**src/rtl/serial_adder.sv**
```systemverilog
// Bit-serial adder: one full-adder evaluation per clock, LSB first, with a registered
// carry between bits. Operands and results move through valid/ready handshakes.
module serial_adder #(
   parameter int WIDTH = 8
) (
   input  logic             clk,
   input  logic             rst_n,
   input  logic             in_valid,
   output logic             in_ready,
   input  logic [WIDTH-1:0] a,
   input  logic [WIDTH-1:0] b,
   input  logic             cin,
   output logic             out_valid,
   input  logic             out_ready,
   output logic [WIDTH-1:0] sum,
   output logic             cout
);

   localparam int               CNT_W    = (WIDTH > 1) ? $clog2(WIDTH) : 1;
   localparam logic [CNT_W-1:0] LAST_BIT = CNT_W'(WIDTH - 1);

   // Handshake rule: a transfer happens on a rising edge where valid and ready are both
   // high; in_ready/out_valid are pure state decodes, never driven from the inputs.
   typedef enum logic [1:0] {
      ST_IDLE = 2'd0,
      ST_RUN  = 2'd1,
      ST_DONE = 2'd2
   } state_t;

   state_t           state_q, state_d;
   logic [WIDTH-1:0] a_sh_q, a_sh_d;
   logic [WIDTH-1:0] b_sh_q, b_sh_d;
   logic [WIDTH-1:0] acc_q, acc_d;
   logic [WIDTH-1:0] sum_q, sum_d;
   logic             carry_q, carry_d;
   logic             cout_q, cout_d;
   logic [CNT_W-1:0] bit_cnt_q, bit_cnt_d;

   logic fa_s;
   logic fa_c;
   logic last_bit;

   assign fa_s     = a_sh_q[0] ^ b_sh_q[0] ^ carry_q;
   assign fa_c     = (a_sh_q[0] & b_sh_q[0]) | (b_sh_q[0] & carry_q) | (carry_q & a_sh_q[0]);
   assign last_bit = (bit_cnt_q == LAST_BIT);

   always_ff @(posedge clk or negedge rst_n) begin
      if (!rst_n) begin
         state_q <= ST_IDLE;
      end else begin
         state_q <= state_d;
      end
   end

   always_comb begin
      state_d = state_q;
      unique case (state_q)
         ST_IDLE: if (in_valid)  state_d = ST_RUN;
         ST_RUN:  if (last_bit)  state_d = ST_DONE;
         ST_DONE: if (out_ready) state_d = ST_IDLE;
         default:                state_d = ST_IDLE;
      endcase
   end

   always_comb begin
      in_ready  = (state_q == ST_IDLE);
      out_valid = (state_q == ST_DONE);
   end

   // Datapath: operands shift out LSB first, sum bits enter the accumulator from the top.
   always_comb begin
      a_sh_d    = a_sh_q;
      b_sh_d    = b_sh_q;
      acc_d     = acc_q;
      carry_d   = carry_q;
      bit_cnt_d = bit_cnt_q;
      sum_d     = sum_q;
      cout_d    = cout_q;
      unique case (state_q)
         ST_IDLE: begin
            if (in_valid) begin
               a_sh_d    = a;
               b_sh_d    = b;
               carry_d   = cin;
               bit_cnt_d = '0;
            end
         end
         ST_RUN: begin
            acc_d   = {fa_s, acc_q[WIDTH-1:1]};
            a_sh_d  = {1'b0, a_sh_q[WIDTH-1:1]};
            b_sh_d  = {1'b0, b_sh_q[WIDTH-1:1]};
            carry_d = fa_c;
            if (last_bit) begin
               sum_d     = {fa_s, acc_q[WIDTH-1:1]};
               cout_d    = fa_c;
               bit_cnt_d = '0;
            end else begin
               bit_cnt_d = bit_cnt_q + 1'b1;
            end
         end
         default: ;
      endcase
   end

   always_ff @(posedge clk or negedge rst_n) begin
      if (!rst_n) begin
         a_sh_q    <= '0;
         b_sh_q    <= '0;
         acc_q     <= '0;
         carry_q   <= 1'b0;
         bit_cnt_q <= '0;
         sum_q     <= '0;
         cout_q    <= 1'b0;
      end else begin
         a_sh_q    <= a_sh_d;
         b_sh_q    <= b_sh_d;
         acc_q     <= acc_d;
         carry_q   <= carry_d;
         bit_cnt_q <= bit_cnt_d;
         sum_q     <= sum_d;
         cout_q    <= cout_d;
      end
   end

   assign sum  = sum_q;
   assign cout = cout_q;

`ifndef SYNTHESIS
   a_ready_valid_excl: assert property (@(posedge clk) disable iff (!rst_n)
      !(in_ready && out_valid));
   a_cnt_in_range: assert property (@(posedge clk) disable iff (!rst_n)
      bit_cnt_q <= LAST_BIT);
   a_state_legal: assert property (@(posedge clk) disable iff (!rst_n)
      state_q != 2'd3);
   a_result_held: assert property (@(posedge clk) disable iff (!rst_n)
      (out_valid && !out_ready) |=> ($stable(sum) && $stable(cout)));
`endif

endmodule
```
**config.mk**
```make
export PLATFORM = sky130hd
export DESIGN_NAME = serial_adder
export DESIGN_NICKNAME = d
export VERILOG_FILES = /design/src/rtl/serial_adder.sv
export SDC_FILE = /design/constraint.sdc
export NUM_CORES = 1
export LEC_CHECK = 0
export CORE_MARGIN = 2
export CORE_UTILIZATION = 50
export CTS_CLUSTER_DIAMETER = 80
export DETAILED_ROUTE_END_ITERATION = 8
export PLACE_DENSITY = 0.77
export SLEW_MARGIN = 20
export SYNTH_ARGS = -nofsm -noshare
export SYNTH_HDL_FRONTEND = slang
export SYNTH_SLANG_ARGS = --single-unit
```
**constraint.sdc**
```tcl
create_clock -name clk -period 2.15 [get_ports clk]
set_input_delay 0.43 -clock clk [delete_from_list [all_inputs] [get_ports clk]]
set_output_delay 0.43 -clock clk [all_outputs]
set_load 0.05 [all_outputs]
```
==> metrics.txt, run 1 <==
layout cell share with drive strength beyond 1 0.227; CTS max path bufs 2; final WL 3050 microns; pwr/cell area 1520 nW/um^2; Clock Latency Late Sink 350 ps; Setup crit end kind output port; largest fanout on the critical path 2; Max Slew Vio Count 0; Slowest Stage Delay on Critical Path 800 ps; Mapped Cells 131; synth unique cells 26; Clock Sinks 38; DR vias 1,173; slowest cell on the critical path clkdlybuf4s50_1; number of CTS-inserted buffers 5; Layout fillers 270; WL/cell 14.6 microns; Setup Buffers After CTS 0; initial core utilization 0.525; vias in the first global route 1,194; worst endpoint required time 1720 ps; critical path's top delay family buffers and inverters; die area 3990 sq um; Iter 0 DRT Violations 42; RSZ-0062 raised after global routing no; Final Critical Period 1950 ps; mapped cell area 1750 sq um; CTS tree built; largest net degree at the start of global routing 39; CTS Hold Bufs 0; DIE WIDTH 63.2 microns; worst path bufs/invs 1; Tot GR Track Use 0.177; Hold Vio Cnt, Final 0; crit-path cells clkdlybuf4s50_1; Die Span Y 63.2 microns; Crit Path Category reg2out; nets 186; final instance area 2220 sq um; worst ir drop on vdd 0.682 mV; FP Rows 21; max-cap check violation count 0; DRC viols 0; Area after DPL 2110 sq um; H-tree Lvls 2; n_diodes 0; Worst Hold Class in2async; post-route clock period utilization 0.908; max layer used met4; Post-DP HPWL 2150 microns; DR vias/cell 5.61; area grow syn2layout 27.0%; synth warn 0; crit start category register; CP arrival 1520 ps; met2 WL post-DR 1470 microns; setup violators final 0; io pins 32; initial antenna violation count 0; CORE AREA 3340 sq um; clock root cell clkbuf_4; ys flop type dfrtp_1; Fmax achieved 512 MHz; EDFF count, synth 0; setup TNS 0 ps; Worst-Margin Slew 500 ps; # port buffers 31; sequential area share after synthesis 0.543; post-route ant nets 0; total iterations of the first detailed-routing run 4; Syn Nets 155; Power Total 3370 uW; Yosys reg bits 38; Worst Clk Skew 8.85 ps; cts repair resizes 0; post-synthesis async set-or-reset flop share 1.00; wl on met1 1380 microns; post-synthesis average cell area 13.4 sq um; Worst-path clk slew 110 ps; first-pass GRT wire length 5480 microns; grt ovf 0; relative slew slack 0.666; outcome finished, final reports clean; GP Congestion 0.726; met3 WL 136 microns; Leak 0.000948 uW
path summary, 6_finish.rpt:
kind | start | endpoint | slack [ps] | depth (start not counted)
min in group clk | sum[4]$_DFFE_PN0P_ | sum[4]$_DFFE_PN0P_ | 500 | 1
max in group asynchronous | rst_n | a_sh_q[1]$_DFFE_PN0P_ | 1340 | 2
min reg2reg | sum[4]$_DFFE_PN0P_ | sum[4]$_DFFE_PN0P_ | 500 | 1
max | sum[7]$_DFFE_PN0P_ | sum[7] | 200 | 1
min | rst_n | sum[2]$_DFFE_PN0P_ | 490 | 2
max reg2reg | bit_cnt_q[0]$_DFFE_PN0P_ | sum[1]$_DFFE_PN0P_ | 470 | 4
per-layer routing:
layer	GRT usage	up-vias
met3	0.0518	9
met4	0.0734	0
met2	0.289	26
met5	0	-
li1	-	557
met1	0.220	581
layout by cell type, fill, tap and decap left out:
| master | n |
|---|---|
| bufinv_16 | 2 |
| nor2_1 | 2 |
| nand2b_1 | 4 |
| nor2b_1 | 1 |
| nor4b_1 | 5 |
| nand3b_1 | 1 |
| a22o_1 | 3 |
| inv_1 | 6 |
| a211o_1 | 2 |
| clkbuf_8 | 1 |
| o21ba_2 | 1 |
| buf_12 | 2 |
| ha_1 | 2 |
| or4b_1 | 10 |
| nor4bb_1 | 2 |
| clkdlybuf4s50_1 | 29 |
| o221a_2 | 10 |
| a211oi_1 | 5 |
| mux2_1 | 6 |
| o21bai_2 | 1 |
| buf_4 | 5 |
| fa_1 | 1 |
| clkbuf_4 | 5 |
| dfrtp_1 | 38 |
| a21oi_1 | 1 |
| mux2_2 | 10 |
| o21ai_0 | 1 |
| nor3b_1 | 7 |
final cells by class:
| cell class | instances | area [sq um] | share of cell area |
|---|---|---|---|
| Sequential cell | 38 | 951 | 0.428 |
| Multi-Input combinational cell | 75 | 713 | 0.321 |
| Timing Repair Buffer | 36 | 368 | 0.165 |
| Clock inverter | 2 | 60.1 | 0.0270 |
| Tap cell | 46 | 57.6 | 0.0259 |
| Clock buffer | 6 | 51.3 | 0.0231 |
| Inverter | 6 | 22.5 | 0.0101 |
cell families after synthesis:
group	Yosys count	synth area share
simple gates	32	0.150
compound gates	24	0.129
buf+inv	18	0.0493
fa+ha+maj	3	0.0257
flops	38	0.543
mux	16	0.103
registers in the layout, indices dropped and copies added, names as in the netlist:
name       flops
a_sh_q         8
b_sh_q         8
sum            8
acc_q          7
bit_cnt_q      3
state_q        2
carry_q        1
cout           1
synthesized netlist by cell type (2+ instances only):
master | count | area, sq um
dfrtp_1 | 38 | 951
mux2_2 | 10 | 113
o221a_2 | 10 | 113
or4b_1 | 10 | 100
buf_2 | 7 | 35.0
nor3b_1 | 7 | 52.6
inv_1 | 6 | 22.5
mux2_1 | 6 | 67.6
a211oi_1 | 5 | 37.5
nor4b_1 | 5 | 43.8
nand2b_1 | 4 | 25.0
a22o_1 | 3 | 26.3
a211o_1 | 2 | 17.5
clkbuf_1 | 2 | 7.51
clkbuf_2 | 2 | 10.0
ha_1 | 2 | 25.0
nor2_1 | 2 | 7.51
nor4bb_1 | 2 | 20.0
where the power goes:
group          total, uW  switching (uW)  internal (uW)
combinational       1470             749            720
clock                626             232            394
sequential          1280             222           1060
stage by stage:
step                      hold WS (ps)  cells  worst slack [ps]   util
final                              487    209               198  0.666
after global routing               507    209               120  0.666
after CTS                          488    209               166  0.666
after detailed placement           484    201               301  0.633
after global placement             464    201               309  0.633
after floorplan                    134    131               348      -
No activity file was read; power rests on OpenSTA's default activity.
==> run 2, diff against run 1 <==
--- a/config.mk
+++ b/config.mk
@@ -5,6 +5,7 @@
 export SDC_FILE = /design/constraint.sdc
 export NUM_CORES = 1
 export LEC_CHECK = 0
+export CAP_MARGIN = 5
 export CORE_MARGIN = 2
 export CORE_UTILIZATION = 50
 export CTS_CLUSTER_DIAMETER = 80
==> constraint.sdc (replaced) <==
create_clock -name clk -period 2.15 [get_ports clk]
set_input_delay 0.645 -clock clk [delete_from_list [all_inputs] [get_ports clk]]
set_output_delay 0.645 -clock clk [all_outputs]
set_load 0.05 [all_outputs]
==> run 2 against run 1 <==
First-iteration DRC count increased by 74%. Non-clock buffer count unchanged. Sequential cell count unchanged. Via count is 1.5% lower. Largest power group unchanged. Global-route usage up 0.73 points. Hold slack improved by 12 ps. Largest cell class unchanged. Critical path type unchanged. Fmax fell by 1.3%. Clock power is 47% lower. Count of clock-buffer cells in the layout fell by 1. Critical path depth rose by 2.
==> metrics.txt, run 2 (same netlist as run 1, synthesis figures left out) <==
CORE AREA 3340 sq um; DRC viols 0; largest fanout on the critical path 16; FP Rows 21; worst ir drop on vdd 0.668 mV; vias in the first global route 1,213; Setup Buffers After CTS 0; post-route ant nets 0; crit start category register; DR vias/cell 5.55; sequential cell area 952 sq um; hold_ws 499 ps; RSZ-0062 raised after global routing no; GP Congestion 0.770; R2R cell count 4; Clock Latency Late Sink 330 ps; clock root cell clkbuf_4; post-route clock period utilization 0.920; CTS tree built; outcome finished, final reports clean; critical path's top delay family flip-flops; io pins 32; Setup crit end kind output port; Layout Utilization 0.643; Worst Clk Skew 6.56 ps; Worst-Margin Slew 502 ps; Worst-path clk slew 110 ps; max-cap check violation count 0; Layout fillers 284; initial antenna violation count 0; die area 3990 sq um; CP arrival 1330 ps; grt ovf 0; layout cell share with drive strength beyond 1 0.247; pwr/cell area 1420 nW/um^2; reg2reg end sum[1]$_DFFE_PN0P_; number of CTS-inserted buffers 5; CTS max path bufs 2; setup violators final 0; worst setup margin 172 ps; CP Launch Point state_q[1]$_DFFE_PN0P_; total iterations of the first detailed-routing run 4; Levels on crit path 3; worst endpoint required time 1500 ps; Die Span Y 63.2 microns; R2R Path Start bit_cnt_q[0]$_DFFE_PN0P_; Max Slew Vio Count 0; worst path bufs/invs 2; WL/cell 15.2 microns; most common cell after layout, fill and taps aside dfrtp_1; relative slew slack 0.664; Hold Vio Cnt, Final 0; placed cell count 201; Leak 0.000937 uW; Fmax achieved 505 MHz; final WL 3170 microns; Post-Layout Cell Count 208; Iter 0 DRT Violations 73; initial core utilization 0.525; H-tree Lvls 2; Clock Sinks 38; crit-path cells nand2b_1, inv_1, buf_12; largest net degree at the start of global routing 39; Final Critical Period 1980 ps; Post-DP HPWL 2220 microns; area grow syn2layout 22.6%; Worst Hold Class reg2reg; r2r setup slk 420 ps; Setup WS pre-CTS 94.3 ps; # port buffers 31; slowest cell on the critical path dfrtp_1; nets 186; Crit Path Category reg2out; Tot GR Track Use 0.184; area of the multi-input gates 713 sq um; setup TNS 0 ps; most frequent cells in the layout dfrtp_1 (37), clkdlybuf4s50_1 (20), or4b_1 (10), o221a_2 (10), mux2_2 (10); Slowest Stage Delay on Critical Path 610 ps; crit path to out_valid; n_diodes 0; DR vias 1,155; first-pass GRT wire length 5650 microns; DIE WIDTH 63.2 microns
## run 2: cell types whose count changed in the layout (fill, tap and decap cells not counted), sizes merged
cell,previous run,this run
clkbuf,6,5
bufinv,2,0
clkdlybuf4s50,29,20
dlygate4sd2,0,6
buf,7,10
clkinv,0,2
## run 2: cell type report
type                            count  share of cell area
Timing Repair Buffer               36               0.164
Multi-Input combinational cell     75               0.332
Clock inverter                      2             0.00466
Sequential cell                    38               0.444
Inverter                            6              0.0105
Tap cell                           46              0.0268
Clock buffer                        5              0.0175
## run 2: worst min path at each step
stage | endpoint | startpoint | slack, ps | cells past startpoint
2_1_floorplan | a_sh_q[0]$_DFFE_PN0P_ | rst_n | 350 | 0
3_3_place_gp | sum[0]$_DFFE_PN0P_ | acc_q[1]$_DFFE_PN0N_ | 460 | 1
3_5_place_dp | sum[4]$_DFFE_PN0P_ | sum[4]$_DFFE_PN0P_ | 480 | 1
4_1_cts | sum[4]$_DFFE_PN0P_ | sum[4]$_DFFE_PN0P_ | 510 | 1
5_1_grt | sum[4]$_DFFE_PN0P_ | sum[4]$_DFFE_PN0P_ | 540 | 1
6_report | sum[4]$_DFFE_PN0P_ | sum[4]$_DFFE_PN0P_ | 500 | 1
## run 2: what timing repair did
item,4_1_cts,5_1_grt
gates resized for setup,6,1
setup endpoints to repair,6,1
hold buffers,0,0
endpoints found under the hold margin,0,0
cloned,0,0
## run 2: layer usage
metal / part of all wire / up-vias / global-route usage
li1: - / 561 / -
met1: 0.42 / 564 / 0.238
met4: 0.0047 / 0 / 0.0978
met3: 0.051 / 2 / 0.0393
met2: 0.52 / 28 / 0.291
met5: 0 / - / 0
## run 2: metrics by stage
step	instance area (sq um)	total power, uW
2_1_floorplan	1750	2350
3_3_place_gp	2100	2720
3_5_place_dp	2100	2780
4_1_cts	2140	3090
5_1_grt	2150	3270
6_report	2150	3040
## run 2: power breakdown
| part | switching [uW] | internal (uW) | leakage [uW] |
|---|---|---|---|
| combinational | 741 | 673 | 0.000456 |
| sequential | 235 | 1060 | 0.000450 |
| clock | 216 | 118 | 0.0000308 |
| total | 1190 | 1850 | 0.000937 |
==> run 3, diff against run 2 <==
--- a/config.mk
+++ b/config.mk
@@ -11,6 +11,7 @@
 export CTS_CLUSTER_DIAMETER = 80
 export DETAILED_ROUTE_END_ITERATION = 8
 export PLACE_DENSITY = 0.77
+export REMOVE_ABC_BUFFERS = 1
 export SLEW_MARGIN = 20
 export SYNTH_ARGS = -nofsm -noshare
 export SYNTH_HDL_FRONTEND = slang
==> run 3 against run 2 <==
Routed wire length shrank 2.8%. Non-clock buffer count unchanged. Die area did not move. Critical path depth unchanged. Critical path type unchanged. Critical endpoint unchanged. Largest power group unchanged. Highest routed layer unchanged.
==> metrics.txt, run 3 (same netlist as run 1, synthesis figures left out) <==
most common cell after layout, fill and taps aside dfrtp_1; worst ir drop on vdd 0.440 mV; FP Rows 21; grt ovf 0; Leak 0.000960 uW; Max Slew Vio Count 0; max-cap check violation count 0; WL/cell 14.8 microns; number of CTS-inserted buffers 5; H-tree Lvls 2; r2r setup slk 320 ps; Worst-path clk slew 110 ps; final instance area 2150 sq um; layout cell share with drive strength beyond 1 0.228; DR vias/cell 5.62; # port buffers 31; nets 186; Area after DPL 2110 sq um; DIE WIDTH 63.2 microns; initial antenna violation count 0; largest net degree at the start of global routing 39; Post-Layout Cell Count 208; Power Total 3040 uW; die area 3990 sq um; Crit Path Category reg2out; Setup crit end kind output port; Setup Buffers After CTS 0; area grow syn2layout 22.9%; Iter 0 DRT Violations 41; relative slew slack 0.638; RSZ-0062 raised after global routing no; Worst Hold Class in2async; crit start category register; Clock Latency Late Sink 340 ps; post-route clock period utilization 0.928; Layout fillers 287; Post-DP HPWL 2180 microns; Final Critical Period 1990 ps; CP arrival 1350 ps; n_diodes 0; Worst-Margin Slew 544 ps; Worst Clk Skew 9.93 ps; Die Span Y 63.2 microns; clock root cell clkbuf_4; CORE AREA 3340 sq um; Tot GR Track Use 0.170; first-pass GRT wire length 5260 microns; outcome finished, final reports clean; setup TNS 0 ps; most frequent cells in the layout dfrtp_1 (38), clkdlybuf4s50_1 (19), or4b_1 (10), o221a_2 (10), mux2_2 (10); setup violators final 0; Hold Vio Cnt, Final 0; pwr/cell area 1410 nW/um^2; vias in the first global route 1,183; post-route ant nets 0; Clock Sinks 38; placed cell count 201; GP Congestion 0.719; worst endpoint required time 1500 ps; DR vias 1,168; CTS max path bufs 2; final WL 3080 microns; total iterations of the first detailed-routing run 4; largest fanout on the critical path 15; io pins 32; Fmax achieved 501 MHz; initial core utilization 0.525; DRC viols 0; CTS tree built
run 3: cell count changes in the layout (fill, tap and decap cells not counted), sizes merged:
cell / delta
buf: -2
dlygate4sd2: +1
dlymetal6s2s: +2
clkdlybuf4s50: -1
run 3: layer usage:
metal  routed length [microns]  vias to the layer above  global-route usage  share of wire
met5                         0                        -                   0              0
met4                        46                        0              0.0652          0.015
met3                       154                        4              0.0482          0.050
met2                      1470                       29               0.290           0.48
met1                      1410                      577               0.205           0.46
li1                          -                      558                   -              -
run 3: final cells by class:
type,count,area [sq um],share of cell area
timing repair buffer,36,359,0.167
tap,46,57.6,0.0268
multi-input combinational,75,713,0.332
clock buffer,5,37.5,0.0175
sequential,38,951,0.442
clock inverter,2,10.0,0.00465
inverter,6,22.5,0.0105
run 3: power breakdown:
part	switching [uW]	internal (uW)	total, uW
sequential	224	1060	1280
clock	225	118	342
combinational	744	672	1420
total	1190	1850	3040
run 3: what timing repair did:
action                     in CTS  in global routing
pin swaps                       0                  0
hold buffers                    0                  0
setup endpoints to repair       7                  2
resized for setup               7                  2
run 3: path summary, 6_finish.rpt:
path / end / cells after the start / start
min in group clk: sum[0]$_DFFE_PN0P_ / 1 / acc_q[1]$_DFFE_PN0N_
setup / recovery: out_valid / 3 / state_q[0]$_DFFE_PN0P_
max in group asynchronous: acc_q[1]$_DFFE_PN0N_ / 2 / rst_n
hold / removal: carry_q$_DFFE_PN0P_ / 2 / rst_n
setup reg to reg: sum[0]$_DFFE_PN0P_ / 3 / state_q[0]$_DFFE_PN0P_
hold reg to reg: sum[0]$_DFFE_PN0P_ / 1 / acc_q[1]$_DFFE_PN0N_
run 3: critical path: stages (launching register included):
cell      delay, ps
dfrtp_1         530
nand2b_1        220
inv_1           110
buf_12          140
run 3: stage by stage:
step                worst slack (ps)  hold WS [ps]  utilization
floorplan                        174           349            -
global placement                 148           462        0.631
CTS                             6.08           344        0.643
global route                    21.7           356        0.645
finish                           155           335        0.645
detailed placement               105           475        0.631
